## config.mk

```make
export PLATFORM = sky130hd
export DESIGN_NAME = aes_sbox_share_arbiter
export DESIGN_NICKNAME = d
export VERILOG_FILES = /design/src/rtl/aes_sbox_share_arbiter_pkg.sv /design/src/rtl/aes_sbox_share_arbiter_arb2.sv /design/src/rtl/aes_sbox_share_arbiter.sv
export SDC_FILE = /design/constraint.sdc
export NUM_CORES = 1
export LEC_CHECK = 0
export BUFFER_PORTS_ARGS = -buffer_cell sky130_fd_sc_hd__clkbuf_2
export CORE_MARGIN = 10
export CORE_UTILIZATION = 47
export DETAILED_ROUTE_END_ITERATION = 12
export PLACE_DENSITY = 0.85
export SYNTH_ARGS = -nofsm -noshare
export SYNTH_HDL_FRONTEND = slang
export SYNTH_SLANG_ARGS = --single-unit
```

## constraint.sdc

```tcl
create_clock -name clk -period 3.5 [get_ports clk]
set_input_delay 0.7 -clock clk [delete_from_list [all_inputs] [get_ports clk]]
set_output_delay 0.7 -clock clk [all_outputs]
set_load 0.01 [all_outputs]
```

## src/rtl/aes_sbox_share_arbiter_pkg.sv

```systemverilog
// Shared tags and arbitration-mode encodings for the S-box sharing arbiter.
package aes_sbox_share_arbiter_pkg;

  typedef enum logic {
    TAG_DP = 1'b0,
    TAG_KS = 1'b1
  } tag_e;

  localparam int ARB_RR      = 0;
  localparam int ARB_KEYPRIO = 1;

endpackage

```

## src/rtl/aes_sbox_share_arbiter_arb2.sv

```systemverilog
// Two-way DP/KS grant logic: round-robin pointer or KS priority with a starvation guard.
module aes_sbox_share_arbiter_arb2
  import aes_sbox_share_arbiter_pkg::*;
#(
  parameter int KEY_PRIORITY = ARB_RR,
  parameter int STARVE_LIMIT = 4
) (
  input  logic       clk,
  input  logic       rst_n,
  input  logic       dp_valid,
  input  logic       ks_valid,
  input  logic       accept,
  output logic [1:0] grant
);

  localparam int CW = (STARVE_LIMIT > 1) ? $clog2(STARVE_LIMIT + 1) : 1;

  tag_e          rr_ptr;
  tag_e          pick;
  logic [CW-1:0] starve_cnt;
  logic          starved;

  assign starved = (STARVE_LIMIT != 0) && (starve_cnt == CW'(STARVE_LIMIT));

  always_comb begin
    grant = '0;
    pick  = rr_ptr;
    if (dp_valid && ks_valid) begin
      if (KEY_PRIORITY == ARB_KEYPRIO) pick = starved ? TAG_DP : TAG_KS;
      grant[pick] = 1'b1;
    end else if (dp_valid) begin
      grant[TAG_DP] = 1'b1;
    end else if (ks_valid) begin
      grant[TAG_KS] = 1'b1;
    end
  end

  // rr_ptr names the requester preferred on the next tie.
  always_ff @(posedge clk) begin
    if (!rst_n) begin
      rr_ptr     <= TAG_DP;
      starve_cnt <= '0;
    end else begin
      if (accept && (grant != 2'b00)) rr_ptr <= grant[TAG_DP] ? TAG_KS : TAG_DP;
      if (!dp_valid || (accept && grant[TAG_DP]))
        starve_cnt <= '0;
      else if (accept && grant[TAG_KS] && (STARVE_LIMIT != 0) && !starved)
        starve_cnt <= starve_cnt + 1'b1;
    end
  end

endmodule

```

## src/rtl/aes_sbox_share_arbiter.sv

```systemverilog
// Shares one 4-S-box SubBytes unit between the round datapath and key schedule (2-stage pipe).
module aes_sbox_share_arbiter
  import aes_sbox_share_arbiter_pkg::*;
#(
  parameter int KEY_PRIORITY = ARB_RR,
  parameter int STARVE_LIMIT = 4
) (
  input  logic        clk,
  input  logic        rst_n,
  input  logic        dp_req_valid,
  output logic        dp_req_ready,
  input  logic [31:0] dp_req_data,
  input  logic        dp_req_enc_dec,
  output logic        dp_rsp_valid,
  input  logic        dp_rsp_ready,
  output logic [31:0] dp_rsp_data,
  input  logic        ks_req_valid,
  output logic        ks_req_ready,
  input  logic [31:0] ks_req_data,
  output logic        ks_rsp_valid,
  input  logic        ks_rsp_ready,
  output logic [31:0] ks_rsp_data,
  output logic [31:0] sbox_in,
  output logic        sbox_enc_dec,
  input  logic [31:0] sbox_out,
  output logic        busy
);

  logic        s1_v, s1_enc_dec;
  tag_e        s1_tag;
  logic [31:0] s1_data;
  logic        s2_v;
  tag_e        s2_tag;
  logic [31:0] s2_data;

  logic        s2_adv, s1_free, accept;
  logic [1:0]  grant;

  assign s2_adv  = !s2_v || ((s2_tag == TAG_DP) ? dp_rsp_ready : ks_rsp_ready);
  assign s1_free = !s1_v || s2_adv;
  assign accept  = s1_free && rst_n;

  aes_sbox_share_arbiter_arb2 #(
    .KEY_PRIORITY(KEY_PRIORITY),
    .STARVE_LIMIT(STARVE_LIMIT)
  ) u_arb (
    .clk      (clk),
    .rst_n    (rst_n),
    .dp_valid (dp_req_valid),
    .ks_valid (ks_req_valid),
    .accept   (accept),
    .grant    (grant)
  );

  assign dp_req_ready = grant[TAG_DP] && accept;
  assign ks_req_ready = grant[TAG_KS] && accept;

  // Empty stages are zeroed so the shared unit sees a static operand when idle.
  always_ff @(posedge clk) begin
    if (!rst_n) begin
      s1_v       <= 1'b0;
      s1_tag     <= TAG_DP;
      s1_data    <= '0;
      s1_enc_dec <= 1'b1;
      s2_v       <= 1'b0;
      s2_tag     <= TAG_DP;
      s2_data    <= '0;
    end else begin
      if (dp_req_valid && dp_req_ready) begin
        s1_v       <= 1'b1;
        s1_tag     <= TAG_DP;
        s1_data    <= dp_req_data;
        s1_enc_dec <= dp_req_enc_dec;
      end else if (ks_req_valid && ks_req_ready) begin
        s1_v       <= 1'b1;
        s1_tag     <= TAG_KS;
        s1_data    <= ks_req_data;
        s1_enc_dec <= 1'b1;
      end else if (s1_free) begin
        s1_v       <= 1'b0;
        s1_tag     <= TAG_DP;
        s1_data    <= '0;
        s1_enc_dec <= 1'b1;
      end
      if (s2_adv) begin
        s2_v    <= s1_v;
        s2_tag  <= s1_tag;
        s2_data <= s1_v ? sbox_out : '0;
      end
    end
  end

  assign sbox_in      = s1_data;
  assign sbox_enc_dec = s1_enc_dec;
  assign dp_rsp_valid = s2_v && (s2_tag == TAG_DP);
  assign ks_rsp_valid = s2_v && (s2_tag == TAG_KS);
  assign dp_rsp_data  = s2_data;
  assign ks_rsp_data  = s2_data;
  assign busy         = s1_v || s2_v;

endmodule

```

# After elaboration in Yosys (flattened, before gate mapping)
# Cells that the tools add are included.
# Widths: inputs -> output; s select.
# totals
regBits	70
inputBits	103
out_inout_bits	102
wordCells	49
# classes
magnitude_cmp	2
muxes	18
n_bitwise	2
n_reduce_logical	19
# op_table
op	n
$mux 32	4
$mux 1	12
$logic_and 1x1->1	10
$reduce_bool 2->1	2
$logic_or 1x1->1	3
$reduce_bool 3->1	1
$logic_not 1->1	2
$lt 1x2->1 const B	1
$mux 2	1
$not 1->1	2
$reduce_or 2->1	1
$demux 1 s1	1
$ge 1x1->1 const B	1

# Depth between registers and ports, before layout
# logic_depth
word_depth	9
mapped_depth	5
ltp_nobuf	3

# By module
# Synthesis repeated with hierarchy kept, for this count alone.
# hier_totals
hier_cells	356
area_unflattened_um2	3041.7
# by_module_without_submodules
module	n_inst	cells_each	area_each_um2
aes_sbox_share_arbiter	1	349	2980.4
aes_sbox_share_arbiter_arb2	1	7	61.3

# Worst setup path after synthesis
# OpenSTA, ideal clock, no wires.
# synth_path
path_type	in2out
startpoint	input ks_req_valid
endpoint	output dp_req_ready
t_arrival_ns	1.508
slack_ns	1.292
cell_stages	4
cell_sequence	buf_2 > a21boi_2 > buf_2 > and3_1
# synth_between
elab_chain_cells	3
# synth_lines
element	line_no	source
start, declared	aes_sbox_share_arbiter.sv:17	input logic ks_req_valid,
$logic_and 1x1->1	aes_sbox_share_arbiter_arb2.sv:28	if (dp_valid && ks_valid) begin
$mux 2	aes_sbox_share_arbiter_arb2.sv:28	
$logic_and 1x1->1	-	
end, declared	aes_sbox_share_arbiter.sv:11	output logic dp_req_ready,
# No other way between the ends.

# Final worst setup path
# layout_path
startpoint	register s2_tag
endpoint	output ks_req_ready
# layout_between
elab_chain_cells	5
# layout_lines
element	line_no	source
start, declared	aes_sbox_share_arbiter.sv:33	tag_e s2_tag;
start signal, assigned	aes_sbox_share_arbiter.sv:87	s2_tag <= s1_tag;
$mux 1	aes_sbox_share_arbiter.sv:39	assign s2_adv = !s2_v || ((s2_tag == TAG_DP) ? dp_rsp_ready : ks_rsp_ready);
$logic_or 1x1->1	aes_sbox_share_arbiter.sv:39	
$logic_or 1x1->1	aes_sbox_share_arbiter.sv:40	assign s1_free = !s1_v || s2_adv;
$logic_and 1x1->1	aes_sbox_share_arbiter.sv:41	assign accept = s1_free && rst_n;
$logic_and 1x1->1	-	
end, declared	aes_sbox_share_arbiter.sv:18	output logic ks_req_ready,
# No other way between the ends.

==> results by group <==
Worst hold path
  – Hold depth: 2
  – Min-delay worst type: reg -> reg

Timing
  – Fin. Hold Viols: 0
  – Clock Skews: 0.00780 ns
  – Tmin final: 2.47 ns
  – Final Setup Violations: 0
  – Period utilisation layout: 70.5%
  – Worst Tran Pin Value: 1.31 ns
  – Fmax: 0.405 GHz
  – RSZ-0062 raised after global routing: no
  – Setup TNS: 0 ns
  – Max transition margin: 12.6%
  – Final-report max-slew violation count: 0

Yosys
  – Area leader, netlist: dfxtp_1
  – Post-synth EDFFs: 0
  – Ranking of synthesized cells by area: dfxtp_1 (40%), a32oi_1 (8.0%), o211ai_2 (7.1%), a21oi_1 (6.8%), buf_4 (6.8%)
  – Most used DFF post-synth: dfxtp_1
  – Syn Area/Cell: ~9.5 um2
  – Most common cell in the synthesized netlist: dfxtp_1
  – Synth cell count leaders: dfxtp_1 (70), a21oi_1 (48), nand3_1 (33)
  – Synth top area share: 39.9%
  – Seq cells post-synth: 70
  – Netlist cell types: 33
  – Mapped Area: 3510 um2
  – Mapped Nets: 474
  – Post-Synthesis Cells: 371
  – Asr flop ratio synth: 0%
  – Synth warn: 0
  – Sequential fraction of the synthesis area: 39.9%

Routing
  – Routed WL per cell: slightly below 20 um
  – Routed Antenna Nets: 0
  – Vias/cell: 5.73
  – Initial drt markers: 133
  – DR DRC count: 0
  – Pre-antenna DRT Iters: 4
  – Routed Wire Length: 12200 um
  – Via Count: 3570

CTS
  – H-tree depth: 3
  – Root Buffer: clkbuf_8
  – Total CTS buffers: 9
  – Setup Buffers After CTS: 0
  – CTS resizes: 0
  – Clock Latency Late Sink: 0.33 ns
  – Clock Sinks: 70
  – Hold-fix buffers at CTS: 0
  – Clk pin slew, worst setup/hold paths: ~0.070 ns
  – TritonCTS clock tree: yes
  – Clk buf depth: 2

Worst setup path
  – R2R cell count: 4
  – Critical Path RT: 2.80 ns
  – R2R Path End: sbox_in[24]
  – Critical path data arrival time: 1.77 ns
  – Critical-path maximum fanout: 16
  – Crit path from: s2_tag
  – R2R Setup Slk: around 1.1 ns
  – Worst Setup Path Type: reg -> out
  – R2r startpoint: s1_v
  – CP endpoint: ks_req_ready
  – Worst Setup End Kind: primary output
  – Startpoint Class: register

Flow run
  – Max cap viols: 0

Power and ir drop
  – Reg power frac: between 40% and 50%
  – NetSw: 567 uW
  – VDD IR max: ~220 uV
  – P_int: 1430 uW
  – Clock power share: 37.2%
  – Sw Ratio: between 20 and 30%
  – Pwr Density: 446 nW/um2
  – Combinational Power Share: a little under a fifth
  – Pleak: between 0.0015 and 0.002 uW

Floorplan
  – Die ar.: 11300 um2
  – Die Y: 106 um
  – Starting density of the core: 48.5%
  – I/O pins: 205
  – Die width: 106 um
  – # rows: 31
  – Core Area: 7250 um2

Finish
  – Fin area: 4490 um2
  – Antenna cells: 0
  – Share of layout cells above drive strength 1: 52.7%
  – # nets final: between 600 and 700
  – Layout Utilization: 61.9%
  – Fillcell total: 640
  – Layout area overhead: 27.7%

Place
  – DP Area: 4250 um2
  – Post-DP HPWL: between 8000 and 9000 um
  – Port-buffer cells: slightly above 200
  – Routability Congestion: 0.852

Run status
  – Outcome: completed

Global route
  – First-pass GRT wire length: 19200 um
  – Global route overflow: 0
  – Maximum number of pins on one net before global-route repair: 69
  – Vias in the first global route: 3681
  – Total GRT Usage: between 20% and 30%
  – Initial antenna violation count: 0
-- per-layer routing --
| layer | track usage, % | vias up | wire [um] |
|---|---|---|---|
| met4 | 6.38 | 0 | 155 |
| met3 | 8.94 | 12 | 1460 |
| li1 | - | 1688 | - |
| met2 | 32.1 | 198 | 5590 |
| met1 | 24.7 | 1672 | 5040 |
| met5 | 0 | - | 0 |
-- power groups by stage --
stage,registers [uW],clock network [uW],logic (uW)
after floorplan,909,0,222
after global placement,891,0,372
after detailed placement,893,0,381
after CTS,875,760,382
after global routing,881,798,415
final,876,745,380
-- worst min path at each step --
stage / slack (ns) / endpoint / start
final: 0.48 / dp_rsp_data[28] / dp_rsp_data[28]
after global routing: 0.51 / dp_rsp_data[31] / dp_rsp_data[31]
after global placement: 0.47 / dp_rsp_data[25] / dp_rsp_data[25]
after CTS: 0.49 / dp_rsp_data[28] / dp_rsp_data[28]
after floorplan: 0.45 / s1_tag / s1_tag
after detailed placement: 0.48 / dp_rsp_data[30] / dp_rsp_data[30]
-- kinds of logic after synthesis --
| logic type | after synthesis | synth area share, % |
|---|---|---|
| AO/OA/AOI/OAI | 173 | 38.3 |
| multiplexers | 2 | 1.07 |
| buffers and inverters | 80 | 14.0 |
| AND/OR/NAND/NOR | 46 | 6.76 |
| flip-flops | 70 | 39.9 |
-- state kept, by name, indices dropped and copies added, names as in the netlist --
| signal | count |
|---|---|
| s1_v | 1 |
| sbox_in | 32 |
| s2_v | 1 |
| s1_tag | 1 |
| dp_rsp_data | 32 |
| u_arb.pick | 1 |
| sbox_enc_dec | 1 |
| s2_tag | 1 |
-- cells in the final DEF (no fill, tap or decap) --
cell and count:
o211ai_1 14, buf_4 10, clkinv_2 1, or2_2 1, a21boi_0 1, o211a_1 2
nand2_1 1, and2_1 2, nand2_2 1, inv_1 1, nor2b_1 1, a21oi_1 48
o31ai_1 32, nor2_1 3, mux2i_4 1, and3_1 1, nand3_1 33, bufinv_16 2
mux2_4 1, clkinv_4 1, clkinvlp_4 1, o21ai_0 2, a21oi_2 20, nand2b_1 1
a21boi_2 1, clkbuf_2 204, dfxtp_1 69, nor3_1 1, and4_1 1, o21ai_1 1
a32oi_1 32, o211ai_2 20, clkinv_1 2, dfxtp_2 1, clkbuf_8 11
-- metrics by stage --
step / cells / setup slack, ns / hold slack (ns) / power (uW)
2_1_floorplan: 371 / 1.29 / 0.450 / 1130
3_3_place_gp: 607 / 1.17 / 0.467 / 1260
3_5_place_dp: 607 / 1.17 / 0.478 / 1270
4_1_cts: 623 / 1.02 / 0.488 / 2020
5_1_grt: 623 / 0.917 / 0.513 / 2090
6_report: 623 / 1.03 / 0.483 / 2000
-- layout make-up --
class / count / area [um2] / share of cell area (%)
Tap cell: 99 / 124 / 2.76
Clock inverter: 5 / 81.3 / 1.81
Multi-Input combinational cell: 221 / 1620 / 36.1
Sequential cell: 70 / 1400 / 31.3
Timing Repair Buffer: 214 / 1100 / 24.4
Inverter: 3 / 11.3 / 0.251
Clock buffer: 11 / 151 / 3.37
-- critical path, cell delays in order, from the launching register on --
cell and delay, ns:
dfxtp_1 0.48, mux2i_4 0.31, nand2_2 0.23, and4_1 0.29, clkbuf_2 0.13
(Power assumes the default switching activity.)
